$ cat config.mk
export PLATFORM = sky130hd
export DESIGN_NAME = eth_arbit_mux_n
export DESIGN_NICKNAME = d
export VERILOG_FILES = /design/src/rtl/eth_pkg.sv /design/src/rtl/util_rr_prio_pick.sv /design/src/rtl/eth_arbit_mux_n.sv
export SDC_FILE = /design/constraint.sdc
export NUM_CORES = 1
export LEC_CHECK = 0
export BUFFER_PORTS_ARGS = -buffer_cell sky130_fd_sc_hd__buf_4
export CELL_PAD_IN_SITES_DETAIL_PLACEMENT = 1
export CELL_PAD_IN_SITES_GLOBAL_PLACEMENT = 2
export CORE_MARGIN = 2
export CORE_UTILIZATION = 33
export DETAILED_ROUTE_END_ITERATION = 12
export PLACE_DENSITY = 0.95
export SKIP_CTS_REPAIR_TIMING = 1
export SLEW_MARGIN = 0
export SYNTH_ARGS = -nofsm -noshare
export SYNTH_HDL_FRONTEND = slang
export SYNTH_SLANG_ARGS = --single-unit
$ cat constraint.sdc
create_clock -name clk -period 12.6 [get_ports clk]
set_input_delay 1.26 -clock clk [delete_from_list [all_inputs] [get_ports clk]]
set_output_delay 1.26 -clock clk [all_outputs]
set_load 0.005 [all_outputs]
$ cat src/rtl/eth_pkg.sv
// rtl/eth_pkg.sv - shared FSM type and sizing helpers for the Ethernet arbitration mux
package eth_pkg;
   typedef enum logic [1:0] {
      ST_IDLE  = 2'd0,
      ST_GRANT = 2'd1,
      ST_FLUSH = 2'd2,
      ST_GAP   = 2'd3
   } arb_state_t;

   localparam int EMPTY_WIDTH_DEF = 3;

   function automatic int clog2_min1(input int n);
      return (n < 2) ? 1 : $clog2(n);
   endfunction
endpackage

$ cat src/rtl/util_rr_prio_pick.sv
// rtl/util_rr_prio_pick.sv - combinational max-level picker with fixed or round-robin tie-break
module util_rr_prio_pick
   import eth_pkg::*;
#(
   parameter int  CHANNEL_QTY     = 3,
   parameter int  ARBIT_LEVEL     = 2,
   parameter int  ARBIT_ALGORITHM = 1,
   localparam int PW              = clog2_min1(CHANNEL_QTY)
) (
   input  logic [CHANNEL_QTY*ARBIT_LEVEL-1:0] req,
   input  logic [PW-1:0]                      ptr,
   output logic [CHANNEL_QTY-1:0]             win,
   output logic                               valid
);
   logic [ARBIT_LEVEL-1:0] max_lvl;
   int                     best_i;
   int                     best_d;
   int                     d;

   always_comb begin
      max_lvl = '0;
      for (int i = 0; i < CHANNEL_QTY; i++) begin
         if (req[i*ARBIT_LEVEL +: ARBIT_LEVEL] > max_lvl)
            max_lvl = req[i*ARBIT_LEVEL +: ARBIT_LEVEL];
      end
   end

   // d is the channel's distance from the search start; smallest distance wins a tie
   always_comb begin
      best_i = 0;
      best_d = CHANNEL_QTY;
      d      = 0;
      for (int i = 0; i < CHANNEL_QTY; i++) begin
         d = (ARBIT_ALGORITHM == 1) ? i - int'(ptr) - 1 : i;
         if (d < 0)
            d = d + CHANNEL_QTY;
         if (max_lvl != '0 && req[i*ARBIT_LEVEL +: ARBIT_LEVEL] == max_lvl && d < best_d) begin
            best_d = d;
            best_i = i;
         end
      end
      valid = (max_lvl != '0);
      win   = valid ? (CHANNEL_QTY'(1) << best_i) : '0;
   end
endmodule

$ cat src/rtl/eth_arbit_mux_n.sv
// rtl/eth_arbit_mux_n.sv - N-channel prioritised packet arbiter and output mux with grant watchdog
module eth_arbit_mux_n
   import eth_pkg::*;
#(
   parameter int  DATA_WIDTH      = 64,
   parameter int  EMPTY_WIDTH     = EMPTY_WIDTH_DEF,
   parameter int  CHANNEL_QTY     = 3,
   parameter int  ARBIT_LEVEL     = 2,
   parameter int  ARBIT_ALGORITHM = 1,
   parameter int  MUX_SW_DELAY    = 2,
   parameter int  TIMEOUT_CYCLES  = 4096,
   parameter int  INDX_WIDTH      = 10,
   localparam int CW              = clog2_min1(CHANNEL_QTY)
) (
   input  logic                               clk,
   input  logic                               rst,
   input  logic [CHANNEL_QTY*ARBIT_LEVEL-1:0] arbit_request,
   input  logic [CHANNEL_QTY-1:0]             arbit_eop,
   output logic [CHANNEL_QTY-1:0]             arbit_grant,
   output logic [INDX_WIDTH-1:0]              arbit_index,
   input  logic [CHANNEL_QTY-1:0]             din_sop,
   input  logic [CHANNEL_QTY-1:0]             din_eop,
   input  logic [CHANNEL_QTY-1:0]             din_valid,
   input  logic [CHANNEL_QTY*DATA_WIDTH-1:0]  din_data,
   input  logic [CHANNEL_QTY*EMPTY_WIDTH-1:0] din_empty,
   output logic [CHANNEL_QTY-1:0]             din_ready,
   input  logic                               dout_ready,
   output logic                               dout_sop,
   output logic                               dout_eop,
   output logic                               dout_valid,
   output logic [DATA_WIDTH-1:0]              dout_data,
   output logic [EMPTY_WIDTH-1:0]             dout_empty,
   output logic                               dout_error,
   output logic [CW-1:0]                      dout_channel,
   output logic [15:0]                        timeout_cnt
);
   arb_state_t              state, state_nxt;
   logic [CHANNEL_QTY-1:0]  grant_nxt, pick_win;
   logic                    pick_valid;
   logic [CW-1:0]           gidx, gidx_nxt, ptr, ptr_nxt, win_idx;
   logic [INDX_WIDTH-1:0]   index_nxt;
   logic [31:0]             wd_cnt, wd_nxt, gap_cnt, gap_nxt;
   logic [15:0]             timeout_nxt;
   logic                    pkt_open, open_nxt;
   logic                    ov_nxt, osop_nxt, oeop_nxt, oerr_nxt;
   logic [DATA_WIDTH-1:0]   odata_nxt;
   logic [EMPTY_WIDTH-1:0]  oempty_nxt;
   logic [CW-1:0]           och_nxt;
   logic                    out_free, accept, wd_fire;

   util_rr_prio_pick #(
      .CHANNEL_QTY     (CHANNEL_QTY),
      .ARBIT_LEVEL     (ARBIT_LEVEL),
      .ARBIT_ALGORITHM (ARBIT_ALGORITHM)
   ) u_pick (
      .req   (arbit_request),
      .ptr   (ptr),
      .win   (pick_win),
      .valid (pick_valid)
   );

   always_comb begin
      win_idx = '0;
      for (int i = 0; i < CHANNEL_QTY; i++) begin
         if (pick_win[i])
            win_idx = CW'(i);
      end
   end

   assign out_free  = ~dout_valid | dout_ready;
   assign accept    = (state == ST_GRANT) && din_valid[gidx] && out_free;
   assign wd_fire   = (TIMEOUT_CYCLES != 0) && (wd_cnt == 32'(TIMEOUT_CYCLES - 1));
   assign din_ready = (state == ST_GRANT && out_free) ? arbit_grant : '0;

   always_comb begin
      state_nxt   = state;
      grant_nxt   = arbit_grant;
      gidx_nxt    = gidx;
      ptr_nxt     = ptr;
      index_nxt   = arbit_index;
      wd_nxt      = wd_cnt;
      gap_nxt     = gap_cnt;
      timeout_nxt = timeout_cnt;
      open_nxt    = pkt_open;
      ov_nxt      = dout_valid & ~dout_ready;
      osop_nxt    = dout_sop;
      oeop_nxt    = dout_eop;
      oerr_nxt    = dout_error;
      odata_nxt   = dout_data;
      oempty_nxt  = dout_empty;
      och_nxt     = dout_channel;
      if (accept) begin
         ov_nxt     = 1'b1;
         osop_nxt   = din_sop[gidx];
         oeop_nxt   = din_eop[gidx];
         oerr_nxt   = 1'b0;
         odata_nxt  = din_data[int'(gidx)*DATA_WIDTH +: DATA_WIDTH];
         oempty_nxt = din_empty[int'(gidx)*EMPTY_WIDTH +: EMPTY_WIDTH];
         och_nxt    = gidx;
         if (din_eop[gidx])
            open_nxt = 1'b0;
         else if (din_sop[gidx])
            open_nxt = 1'b1;
      end
      case (state)
         // a new grant waits for the previous channel's last beat to leave the output register
         ST_IDLE: begin
            if (pick_valid && !dout_valid) begin
               grant_nxt = pick_win;
               gidx_nxt  = win_idx;
               ptr_nxt   = win_idx;
               index_nxt = arbit_index + 1'b1;
               wd_nxt    = '0;
               state_nxt = ST_GRANT;
            end
         end
         ST_GRANT: begin
            if (arbit_eop[gidx]) begin
               grant_nxt = '0;
               gap_nxt   = '0;
               state_nxt = ST_GAP;
            end else if (wd_fire) begin
               grant_nxt = '0;
               gap_nxt   = '0;
               if (timeout_cnt != 16'hFFFF)
                  timeout_nxt = timeout_cnt + 16'd1;
               state_nxt = open_nxt ? ST_FLUSH : ST_GAP;
            end else begin
               wd_nxt = wd_cnt + 32'd1;
            end
         end
         ST_FLUSH: begin
            if (out_free) begin
               ov_nxt     = 1'b1;
               osop_nxt   = 1'b0;
               oeop_nxt   = 1'b1;
               oerr_nxt   = 1'b1;
               odata_nxt  = '0;
               oempty_nxt = '0;
               och_nxt    = gidx;
               open_nxt   = 1'b0;
               gap_nxt    = '0;
               state_nxt  = ST_GAP;
            end
         end
         ST_GAP: begin
            if (gap_cnt + 32'd1 >= 32'(MUX_SW_DELAY))
               state_nxt = ST_IDLE;
            else
               gap_nxt = gap_cnt + 32'd1;
         end
         default: state_nxt = ST_IDLE;
      endcase
   end

   always_ff @(posedge clk or posedge rst) begin
      if (rst) begin
         state        <= ST_IDLE;
         arbit_grant  <= '0;
         gidx         <= '0;
         ptr          <= CW'(CHANNEL_QTY - 1);
         arbit_index  <= '0;
         wd_cnt       <= '0;
         gap_cnt      <= '0;
         timeout_cnt  <= '0;
         pkt_open     <= 1'b0;
         dout_valid   <= 1'b0;
         dout_sop     <= 1'b0;
         dout_eop     <= 1'b0;
         dout_error   <= 1'b0;
         dout_data    <= '0;
         dout_empty   <= '0;
         dout_channel <= '0;
      end else begin
         state        <= state_nxt;
         arbit_grant  <= grant_nxt;
         gidx         <= gidx_nxt;
         ptr          <= ptr_nxt;
         arbit_index  <= index_nxt;
         wd_cnt       <= wd_nxt;
         gap_cnt      <= gap_nxt;
         timeout_cnt  <= timeout_nxt;
         pkt_open     <= open_nxt;
         dout_valid   <= ov_nxt;
         dout_sop     <= osop_nxt;
         dout_eop     <= oeop_nxt;
         dout_error   <= oerr_nxt;
         dout_data    <= odata_nxt;
         dout_empty   <= oempty_nxt;
         dout_channel <= och_nxt;
      end
   end
endmodule

==> impl_results.md <==
- Status: complete, no violations
- Worst setup path endpoint: arbit_grant[1]
- Drt drc: 0
- Top-level port count: 327
- Die footprint: 34,880 µm²
- Diodes inserted: 0
- Net count, final: 1,813
- Port Buf Inserts: 326
- Area growth, synth to finish: 31.71%
- Final Routed Wirelength: 37.71 mm
- DP Area: 13,890 µm²
- Post-synthesis cell count: 1,216
- Main flop type after synthesis: dfrtp_1
- Slowest CP cell: mux2i_1
- Clk sinks: 172
- Commonest non-fill, non-tap cells in the layout: buf_4, nor2_1, dfrtp_1
- Fin crit share: 59.50%
- Setup Total Neg Slack: 0 ps
- Root buffer cell: clkbuf_16
- Critical path type: primary input to flop
- Yosys warning total: 0
- Global-route wire length before repair: 61.05 mm
- FF-to-FF Start: gidx[0]
- Number of fill cells in the layout: 3,895
- CTS tree: built
- Pin count of the biggest net entering global routing: 94
- Starting density of the core: 33.71%
- Data required, critical path: 12,910 ps
- Post-DP HPWL: 27.99 mm
- Worst-Margin Slew: 1035 ps
- Worst VDD drop: 0.09655 mV
- Async S/R FF share, synth: 100.0%
- Die Wd: 186.8 µm
- Vias after detailed routing: 10,180
- Clock Latency Late Sink: 450 ps
- Via/cell ratio: 5.179
- Gpl congestion: 0.9137
- Critical path startpoint: arbit_request[1]
- Final instance area: 14,520 µm²
- Crit-path max cell delay: 440 ps
- P per Cell Area: 196.7 nW/µm²
- Hold crit path type: flop to flop
- FF-to-FF End: arbit_grant[1]
- Height of the chip: 186.8 µm
- H-tree depth: 4
- Crit path top cell by count: ha_1
- GRT overflow: 0
- Max-cap violations: 0
- Num CTS Buffers: 17
- Register bit count reported by yosys: 172
- Fmax: 133.4 MHz
- FF-to-FF setup slack: 6860 ps
- Wire length per cell: 19.18 µm
- Avg Cell Area, Syn: 9.065 µm²
- Worst Setup Start Kind: primary input
- Layout cells sized above 1: 26.51%
- Number of synthesized flops with an enable pin: 0
- Final Critical Period: 7497 ps
- Clock Skews: 16.71 ps
- Sequential area share after synthesis: 39.06%
- Gr usage total: 21.81%
- Row count: 66
- Vias in the first global route: 10,990
- Final ANT Viol Nets: 0
- RSZ-0062 raised after global routing: false
- DR iter-0 viols: 344
- CTS max path bufs: 2
- LEAKAGE: 6.889 nW
- Most common cell after layout, fill and taps aside: buf_4
- Final setup viols: 0
- R2R cell count: 20
- Endpoint type of the worst setup path: flop
- Mapped Area: 11,020 µm²
- Hold Vio Cnt, Final: 0
- Initial antenna violation count: 0
- Clock Pin Slew Worst Setup and Hold Paths: 70 ps
- Max-slew violations: 0
- CP max FO: 7
- Worst EP arrival: 7800 ps
- Unique masters post-synth: 75
- Core Area: 32,700 µm²
- Pre-antenna DRT Iters: 4
- Max-Slew Margin vs Limit: 30.99%
- Synthesized Nets: 1,518
[state kept, by name, indices dropped and copies added (netlist names), 2 cells and up]
name          cells
arbit_index      10
arbit_grant       3
gap_cnt          32
wd_cnt           32
dout_data        64
state             2
timeout_cnt      16
dout_empty        3
gidx              2
dout_channel      2
[through the flow]
| stage | utilization [%] | total power, mW | hold WS (ps) | setup WS [ps] | std cells |
|---|---|---|---|---|---|
| 2_1_floorplan | - | 1.745 | 467.1 | 5250 | 1216 |
| 3_3_place_gp | 42.49 | 2.252 | 461.1 | 4988 | 1934 |
| 3_5_place_dp | 42.49 | 2.323 | 468.1 | 4688 | 1934 |
| 4_1_cts | 44.40 | 2.901 | 485.4 | 5165 | 1966 |
| 5_1_grt | 44.40 | 3.101 | 506.0 | 4488 | 1966 |
| 6_report | 44.40 | 2.856 | 481.9 | 5103 | 1966 |
[Yosys cell counts, types with 3 or more instances]
cell type | instances | area share, %
or2_2 | 6 | 0.34
nor4_2 | 3 | 0.34
and2_1 | 32 | 1.8
nor2_1 | 203 | 6.9
a21boi_0 | 4 | 0.27
ha_1 | 77 | 8.7
o22ai_1 | 4 | 0.23
nor3_1 | 83 | 3.8
o211ai_1 | 3 | 0.20
and3_1 | 11 | 0.62
buf_1 | 7 | 0.24
xor2_1 | 32 | 2.5
o2111ai_1 | 4 | 0.32
or3_1 | 14 | 0.79
nand3_1 | 23 | 1.0
nand4b_1 | 3 | 0.24
o21bai_1 | 3 | 0.20
o21a_1 | 5 | 0.34
dfrtp_1 | 171 | 39
nor2b_1 | 8 | 0.45
and2_4 | 4 | 0.32
a21o_1 | 9 | 0.61
xnor2_1 | 23 | 1.8
nand2b_1 | 16 | 0.91
nor4b_1 | 3 | 0.24
and4_1 | 5 | 0.40
fa_1 | 3 | 0.54
mux2i_1 | 79 | 7.2
or4_1 | 3 | 0.20
clkbuf_1 | 51 | 1.7
nand2_1 | 65 | 2.2
a211oi_1 | 71 | 4.8
a21oi_1 | 30 | 1.4
inv_1 | 42 | 1.4
nand4_1 | 28 | 1.6
mux2_2 | 3 | 0.31
nor4_1 | 13 | 0.74
o21ai_0 | 25 | 1.1
[logic make-up (layout without fill, tap and decap cells)]
| logic type | count (synthesis) | in the layout | share of synthesized area, % |
|---|---|---|---|
| other | 1 | 1 | 0.03402 |
| and+or+nand+nor | 532 | 532 | 23.69 |
| xor gates and xnor gates | 55 | 55 | 4.370 |
| DFF | 172 | 172 | 39.06 |
| buffers and inverters | 102 | 410 | 3.610 |
| adders and majority gates | 80 | 80 | 9.285 |
| muxes | 83 | 83 | 7.582 |
| AOI/OAI and AO/OA | 191 | 191 | 12.37 |
[layout make-up]
| type | count | area, µm² | share of cell area [%] |
|---|---|---|---|
| clock inverters | 15 | 200.2 | 1.379 |
| clock buffers | 17 | 425.4 | 2.930 |
| inverters | 42 | 162.7 | 1.120 |
| repair buffers | 336 | 2522 | 17.37 |
| well taps | 442 | 553.0 | 3.809 |
| flip-flops and latches | 172 | 4310 | 29.69 |
| multi-input cells | 942 | 6345 | 43.70 |
[power breakdown]
group / internal [mW] / leakage, nW / switching, mW
Clock: 0.288 / 0.297 / 0.273
Combinational: 0.647 / 4.32 / 0.847
Sequential: 0.683 / 2.27 / 0.118
[critical path: cells and delay by family]
kind	cells	cell delay, ps
fa+ha+maj	4	1160
simple gates	9	1280
mux	1	440
buf+inv	3	350
compound gates	13	3300
[metal layers]
| metal | track usage [%] | up-vias | wire, µm |
|---|---|---|---|
| met5 | 0 | - | 0 |
| met4 | 6.074 | 0 | 669 |
| met3 | 3.705 | 39 | 1370 |
| met2 | 38.60 | 195 | 19440 |
| met1 | 27.28 | 5041 | 16240 |
| li1 | - | 4906 | - |
[worst min path at each step]
stage | start | to | slack, ps | depth (start not counted)
floorplan | wd_cnt[1] | wd_cnt[1] | 470 | 2
global placement | dout_error | dout_error | 460 | 1
detailed placement | dout_error | dout_error | 470 | 1
CTS | arbit_index[9] | arbit_index[9] | 490 | 1
global route | arbit_index[9] | arbit_index[9] | 510 | 1
finish | arbit_index[9] | arbit_index[9] | 480 | 1
Power figures use the tool's default switching activity.
